--- config.mk ---
export PLATFORM = sky130hd
export DESIGN_NAME = inst_fetch
export DESIGN_NICKNAME = d
export VERILOG_FILES = /design/src/rtl/inst_fetch_pkg.sv /design/src/rtl/inst_fetch_fifo.sv /design/src/rtl/inst_fetch.sv
export SDC_FILE = /design/constraint.sdc
export NUM_CORES = 1
export LEC_CHECK = 0
export CAP_MARGIN = 20
export CORE_MARGIN = 3
export CORE_UTILIZATION = 53
export DETAILED_ROUTE_END_ITERATION = 12
export PLACE_DENSITY = 0.86
export RECOVER_POWER = 25
export SKIP_CTS_REPAIR_TIMING = 1
export SLEW_MARGIN = 20
export SYNTH_ARGS = -nofsm -noshare
export SYNTH_HDL_FRONTEND = slang
export SYNTH_HIERARCHICAL = 1
export SYNTH_SLANG_ARGS = --single-unit
--- constraint.sdc ---
create_clock -name clk -period 6.2 [get_ports clk]
set_clock_uncertainty 0.05 [all_clocks]
set_input_delay 1.24 -clock clk [delete_from_list [all_inputs] [get_ports clk]]
set_output_delay 1.24 -clock clk [all_outputs]
set_load 0.02 [all_outputs]
--- src/rtl/inst_fetch_pkg.sv ---
// Shared fetch-stage types and constants: word width, the buffered {pc, inst}
// entry layout, and small PC helpers.
package inst_fetch_pkg;

    localparam int PORT_WORD_WIDTH = 32;

    typedef logic [PORT_WORD_WIDTH-1:0] RegBus;

    localparam RegBus ZeroWord         = '0;
    localparam logic  Enable           = 1'b1;
    localparam logic  Disable          = 1'b0;
    localparam RegBus RESET_PC_DEFAULT = 32'h0000_0000;

    typedef struct packed {
        RegBus pc;
        RegBus inst;
    } fetch_entry_t;

    function automatic RegBus pc_next(input RegBus pc);
        return pc + 32'd4;
    endfunction

    function automatic RegBus word_index(input RegBus pc);
        return {2'b00, pc[31:2]};
    endfunction

endpackage

--- src/rtl/inst_fetch_fifo.sv ---
// Fetch buffer: synchronous FIFO of {pc, inst} entries with flush priority.
// Latency: a push is visible at the head the next cycle.
// Backpressure: push is dropped when full without a pop; the caller never lets that happen.
module fetch_fifo
    import inst_fetch_pkg::*;
#(
    parameter  int DEPTH = 2,
    localparam int AW    = $clog2(DEPTH),
    localparam int CW    = $clog2(DEPTH + 1)
) (
    input  logic         clk,
    input  logic         rst,
    input  logic         push,
    input  fetch_entry_t push_dat,
    input  logic         pop,
    input  logic         flush,
    output fetch_entry_t head,
    output logic [CW-1:0] count
);

    fetch_entry_t  mem [DEPTH];
    logic [AW-1:0] rd_ptr;
    logic [AW-1:0] wr_ptr;
    logic          do_push;
    logic          do_pop;

    assign do_pop  = pop & (count != '0);
    assign do_push = push & ((count != CW'(DEPTH)) | do_pop);
    assign head    = mem[rd_ptr];

    // Storage is reset so the head reads as zero straight out of reset.
    always_ff @(posedge clk or posedge rst) begin
        if (rst) begin
            rd_ptr <= '0;
            wr_ptr <= '0;
            count  <= '0;
            for (int i = 0; i < DEPTH; i++) begin
                mem[i] <= '{pc: ZeroWord, inst: ZeroWord};
            end
        end else if (flush) begin
            rd_ptr <= '0;
            wr_ptr <= '0;
            count  <= '0;
        end else begin
            if (do_push) begin
                mem[wr_ptr] <= push_dat;
                wr_ptr      <= wr_ptr + AW'(1);
            end
            if (do_pop) begin
                rd_ptr <= rd_ptr + AW'(1);
            end
            count <= count + CW'(do_push) - CW'(do_pop);
        end
    end

endmodule

--- src/rtl/inst_fetch.sv ---
// Instruction fetch: owns the PC, issues ROM word reads, buffers {pc, inst} for decode.
// Latency: 2 cycles from request to id_valid_o; one instruction per cycle in steady state.
// Backpressure: requests stop once buffered + outstanding entries would exceed FIFO_DEPTH.
module inst_fetch
    import inst_fetch_pkg::*;
#(
    parameter RegBus RESET_PC   = RESET_PC_DEFAULT,
    parameter int    FIFO_DEPTH = 2
) (
    input  logic        clk,
    input  logic        rst,
    output logic [31:0] rom_addr_o,
    output logic        rom_rd_valid_o,
    input  logic        rom_rd_ready_i,
    input  logic [31:0] rom_inst_i,
    input  logic        rom_inst_valid_i,
    output logic [31:0] id_inst_o,
    output logic [31:0] id_pc_o,
    output logic        id_valid_o,
    input  logic        id_ready_i,
    input  logic        redirect_i,
    input  logic [31:0] redirect_pc_i
);

    localparam int CW = $clog2(FIFO_DEPTH + 1);

    RegBus         pc_q;
    RegBus         out_pc_q;
    logic          out_q;
    logic          drop_q;
    logic          acc;
    logic          cap;
    logic          pop;
    logic          push;
    logic [CW-1:0] count;
    logic [3:0]    occ;
    fetch_entry_t  push_dat;
    fetch_entry_t  head;

    assign cap = out_q & rom_inst_valid_i;
    assign pop = id_valid_o & id_ready_i;

    // Occupancy after this cycle if the outstanding response lands; pop implies count >= 1.
    assign occ = 4'(count) + 4'(out_q) - 4'(pop);

    assign rom_rd_valid_o = ~rst & ~redirect_i & (~out_q | rom_inst_valid_i)
                          & (occ < 4'(FIFO_DEPTH));
    assign acc            = rom_rd_valid_o & rom_rd_ready_i;
    assign rom_addr_o     = word_index(pc_q);

    assign push     = cap & ~drop_q & ~redirect_i;
    assign push_dat = '{pc: out_pc_q, inst: rom_inst_i};

    always_ff @(posedge clk or posedge rst) begin
        if (rst) begin
            pc_q     <= RESET_PC;
            out_pc_q <= ZeroWord;
            out_q    <= Disable;
            drop_q   <= Disable;
        end else if (redirect_i) begin
            // A response still in flight belongs to the old path and must be discarded.
            pc_q   <= {redirect_pc_i[31:2], 2'b00};
            drop_q <= out_q & ~cap;
            out_q  <= out_q & ~cap;
        end else begin
            if (acc) begin
                out_pc_q <= pc_q;
                pc_q     <= pc_next(pc_q);
                out_q    <= Enable;
            end else if (cap) begin
                out_q    <= Disable;
            end
            if (cap & drop_q) begin
                drop_q <= Disable;
            end
        end
    end

    fetch_fifo #(
        .DEPTH (FIFO_DEPTH)
    ) u_fifo (
        .clk      (clk),
        .rst      (rst),
        .push     (push),
        .push_dat (push_dat),
        .pop      (pop),
        .flush    (redirect_i),
        .head     (head),
        .count    (count)
    );

    assign id_valid_o = (count != '0);
    assign id_inst_o  = head.inst;
    assign id_pc_o    = head.pc;

endmodule

=== Word level (Yosys, flattened, before mapping) ===
Cells that the tools add are included.

* Add/subtract/negate cells: 7
* Shift-type cells: 0
* Eq/ne operators: 1
* Mux-type cells: 18
* Reductions and logical operators: 9
* $mul: 0
* Bitwise gates (word level): 21
* Div/mod/pow operators: 0
* Order comparisons: 4

{| class="wikitable"
|+ Operators with widths
! operator !! number
|-
| 2-to-1 mux 64 bit || 4
|-
| bitwise mux 128 bit || 1
|-
| demux 64 bit (select 1 bit) || 1
|-
| 2-to-1 mux 32 bit || 2
|-
| adder 32 x 3 -> 32 bit (second input constant) || 1
|-
| bitwise AND 1 bit || 12
|-
| nonzero test 2 bit || 5
|-
| 2-to-1 mux 1 bit || 9
|-
| inverter 1 bit || 5
|-
| greater-or-equal comparator 2 bit (second input constant) || 2
|-
| less-than comparator 4 x 2 -> 1 bit (second input constant) || 1
|-
| inverter 1 -> 2 bit || 2
|-
| AND reduction 2 bit || 2
|-
| subtractor 3 x 1 -> 4 bit || 1
|-
| adder 2 x 1 -> 3 bit || 1
|-
| nonzero test 3 bit || 1
|-
| adder 1 bit (second input constant) || 2
|-
| adder 2 x 1 -> 2 bit || 1
|-
| less-than comparator 2 x 1 -> 1 bit (second input constant) || 1
|-
| 2-to-1 mux 2 bit || 1
|-
| inequality test 2 bit (second input constant) || 1
|-
| bitwise OR 1 bit || 2
|-
| subtractor 2 x 1 -> 2 bit || 1
|-
| logical AND 1 bit || 1
|}

* Output and inout bits: 98
* Bits in latches: 0
* Memories kept: 0
* Register bits: 198
* Bits of input ports: 70
* Logic and storage cells: 71
* Memory bits (writable): 0
* ROM bits: 0

=== Depth between registers and ports, before layout ===
* Word-level depth: 8
* Depth in mapped cells: 9

=== Hierarchy ===
Netlist, hierarchy kept.

{| class="wikitable"
|+ By module, submodules not included
! module !! area an instance (sq um) !! cells an instance !! instances
|-
| fetch_fifo || 5973.2 || 364 || 1
|-
| inst_fetch || 3075.4 || 298 || 1
|}

=== Worst setup path before layout ===
No wires, ideal clock.

* Path type: input-to-output
* Start point: in id_ready_i
* End point: out rom_rd_valid_o
* Required time: 4.910 ns
* Path buffers: 1
* Stages: 6
* Setup slack: 1.915 ns
* Data arrival time: 2.995 ns
* Path through: nand2b_1 -> a21oi_1 -> fa_1 -> nor4_4 -> clkbuf_1 -> and2_1

* Word-level cells in the longest chain between the ends: 4

{| class="wikitable"
|+ Ends and longest elaborated chain
! item !! RTL line !! RTL
|-
| start, declared || inst_fetch.sv:20 || <nowiki>input logic id_ready_i,</nowiki>
|-
| bitwise AND 1 bit || inst_fetch.sv:41 || <nowiki>assign pop = id_valid_o & id_ready_i;</nowiki>
|-
| subtractor 3 x 1 -> 4 bit || inst_fetch.sv:44 || <nowiki>assign occ = 4'(count) + 4'(out_q) - 4'(pop);</nowiki>
|-
| less-than comparator 4 x 2 -> 1 bit || inst_fetch.sv:47 || <nowiki>& (occ < 4'(FIFO_DEPTH));</nowiki>
|-
| bitwise AND 1 bit || inst_fetch.sv:47 ||
|-
| end, declared || inst_fetch.sv:13 || <nowiki>output logic rom_rd_valid_o,</nowiki>
|}

No other way between the ends.

=== Final worst setup path ===
Ends and elaborated chain as after synthesis.

==> metrics <==
status=finished, violations left; violated checks=capacitance limit, slew limit; met1 Track Usage GR=0.299; Layout area overhead=26.6%; Critical Path Source=id_ready_i; initial antenna violation count=0; CTS buffer count=17; RSZ-0062 raised after global routing=no; startpoint types=input port; critical path class=in -> out; M3 GR Usage=0.0434; GPL Wtd Cong=0.815; total I/O pin count=between 150 and 200; drt wl/cell=18.7 um; H-tree Lvls=4; Bufs and invs on worst path=2; number of global-route vias before repair=6,309; worst reg2reg startpoint=u_fifo/count[0]$_DFF_PP0_; CTS Buffer Depth=2; vias per cell=about 5.5; core area=~0.017 mm2; Pleak=~5.1 nW; most frequent cells in the layout=dfrtp_1, clkdlybuf4s50_1, mux2_2, mux2_4, nand2_1; Hold EP=u_fifo/mem[22]$_DFFE_PP0P_; Max Cap Viol=2; First-pass DRT Iterations=4; r2r setup slk=2.62 ns; gr busiest metal=met2; share of layout cells above drive strength 1=0.320; Worst Path Arrival=~3.6 ns; slew margin rel.=-1.48; worst-path cell chain=clkdlybuf4s50_1 > nand3b_1 > a21oi_1 > fa_1 > nor4_4 > and2_1 > clkdlybuf4s50_1; root buffer cell=clkbuf_16; Cells after Synth=662; grt met2 use=0.364; largest cells by area after synthesis=dfrtp_1, mux2_2, mux2_4; setup_tns=0 ns; clk_lat worst skew=0.43 ns; Synth cell types=39; DR iter-0 viols=282; Worst R2R End=out_pc_q[23]$_DFFE_PP0P_; max incr delay on CP=~0.6 ns; first-pass GRT wire length=about 33,000 um; Yosys top cell area share=0.537; Crit Path Max Fanout=3; R2R depth=8; Worst-Margin Slew=3.70 ns; die extent in x=137 um; most common cell after layout, fill and taps aside=dfrtp_1; fill count=1,196; # diodes=0; drc violations=0; pwr dens=319 mW/mm2; CTS tree=built; crit share post-route=0.790; hold path cells=1; row cnt=47; sequential area share after synthesis=0.537; fmax=~200 MHz; CP endpoint kind=primary output; final net count=897; post-synthesis sequential element count=194; Finished Layout Cells=1,055; Hold Vio Cnt, Final=0; clock period minus worst slack=4.90 ns; All-Layer GR Usage=0.223; max-slew violations=145; syn avg cell area=13.7 um2; Core Util, Final=0.688; HP Class=reg -> reg; IO Port Bufs=163; largest net degree at the start of global routing=82; GRT overflow=0; VDD IR max=roughly 0.20 mV; Post-Route WL=a little under 20,000 um; most used cell, CP=clkdlybuf4s50_1; Detail Placement HPWL=13,000 um; post-synth top area cell=dfrtp_1; Final ANT Viol Nets=0; Initial Util=0.544; family with the most delay on the worst path=buffers and inverters; Hold Path Origin=u_fifo/mem[22]$_DFFE_PP0P_; Mapped Area=0.00905 mm2; die extent in y=137 um; Worst-path clk slew=roughly 0.060 ns; CP max-delay cell=clkdlybuf4s50_1; Sink Count=194; via count=a little under 6,000; Final Setup Violations=0; YS warnings=6; die area=around 0.019 mm2; Req. time, crit path=around 4.9 ns; placed insts=approximately 1,000
==> cell usage after synthesis <==
cell,instances
dfrtp_1,194
mux2_2,159
mux2_4,60
nand2_1,38
o21ai_0,30
xor2_1,24
nand4_1,23
nand3_1,17
nor2_1,14
clkbuf_1,13
inv_1,11
buf_4,10
buf_6,7
and2_1,6
nor3_1,6
nor4_1,5
xnor2_1,5
mux2_1,4
a31oi_1,3
and3_1,3
buf_2,3
ha_1,3
or2_2,3
or3_1,3
a21oi_1,2
mux2i_1,2
nor2b_1,2
a211o_1,1
and4b_1,1
buf_1,1
conb_1,1
fa_1,1
nand2b_1,1
nand3b_1,1
nor2_2,1
nor3_2,1
nor4_4,1
o21a_1,1
or3b_4,1
==> per-stage QoR <==
stage | instance area, um2 | hold WS [ns] | total power [W] | setup WS (ns)
final | 11500 | 0.436 | 0.00365 | 1.30
after global routing | 11500 | 0.454 | 0.00381 | 0.833
after CTS | 11400 | 0.437 | 0.00369 | 1.30
after detailed placement | 10800 | 0.421 | 0.00254 | 1.31
after global placement | 10800 | 0.413 | 0.00251 | 1.32
after floorplan | 9070 | 0.402 | 0.00211 | 1.38
==> report_power, final <==
part	internal (W)	switching, W
logic	0.000509	0.000400
registers	0.00146	0.000139
clock network	0.000677	0.000465
total	0.00265	0.00100
==> flip-flops by register name, summed over array words and instances, names as in the netlist <==
name and cells:
pc_q 30, u_fifo/wr_ptr 1, out_q 1, out_pc_q 30
u_fifo/mem 128, u_fifo/rd_ptr 1, u_fifo/count 2, drop_q 1
==> worst reg2reg max path, delay by kind of cell, from the launching register on <==
| kind | cells | cell delay, ns |
|---|---|---|
| AOI/OAI and AO/OA | 1 | 0.20 |
| and+or+nand+nor | 4 | 1.53 |
| DFF | 1 | 0.43 |
| muxes | 1 | 0.44 |
| adders and majority gates | 1 | 0.48 |
| buffers and inverters | 1 | 0.33 |
==> per-layer routing <==
| layer | part of all wire | wire length, um |
|---|---|---|
| met1 | 0.44 | 8640 |
| met2 | 0.49 | 9690 |
| met3 | 0.054 | 1070 |
| met4 | 0.018 | 360 |
| met5 | 0 | 0 |
==> area by class of cell <==
cell class	count	area, um2	area share
inverter	11	42.5	0.00371
timing repair buffer	171	1700	0.148
sequential	194	4860	0.424
multi-input combinational	428	3970	0.347
clock inverter	8	125	0.0109
tap	220	275	0.0240
clock buffer	23	488	0.0426
==> how the worst max path moves through the flow <==
stage               cells after the start                        end
floorplan                               1  u_fifo/count[0]$_DFF_PP0_
global placement                        7             rom_rd_valid_o
detailed placement                      7             rom_rd_valid_o
CTS                                     7             rom_rd_valid_o
global route                            3       pc_q[11]$_DFFE_PP0P_
finish                                  7             rom_rd_valid_o
==> cell families after synthesis <==
kind of cell	after synthesis	share of synthesized area
muxes	225	0.305
DFF	194	0.537
and+or+nand+nor	127	0.0734
buffers and inverters	45	0.0290
AOI/OAI and AO/OA	37	0.0216
xor gates and xnor gates	29	0.0281
adders and majority gates	4	0.00636
other	1	0.000414
Note: power is estimated with default switching activity, not from simulation.
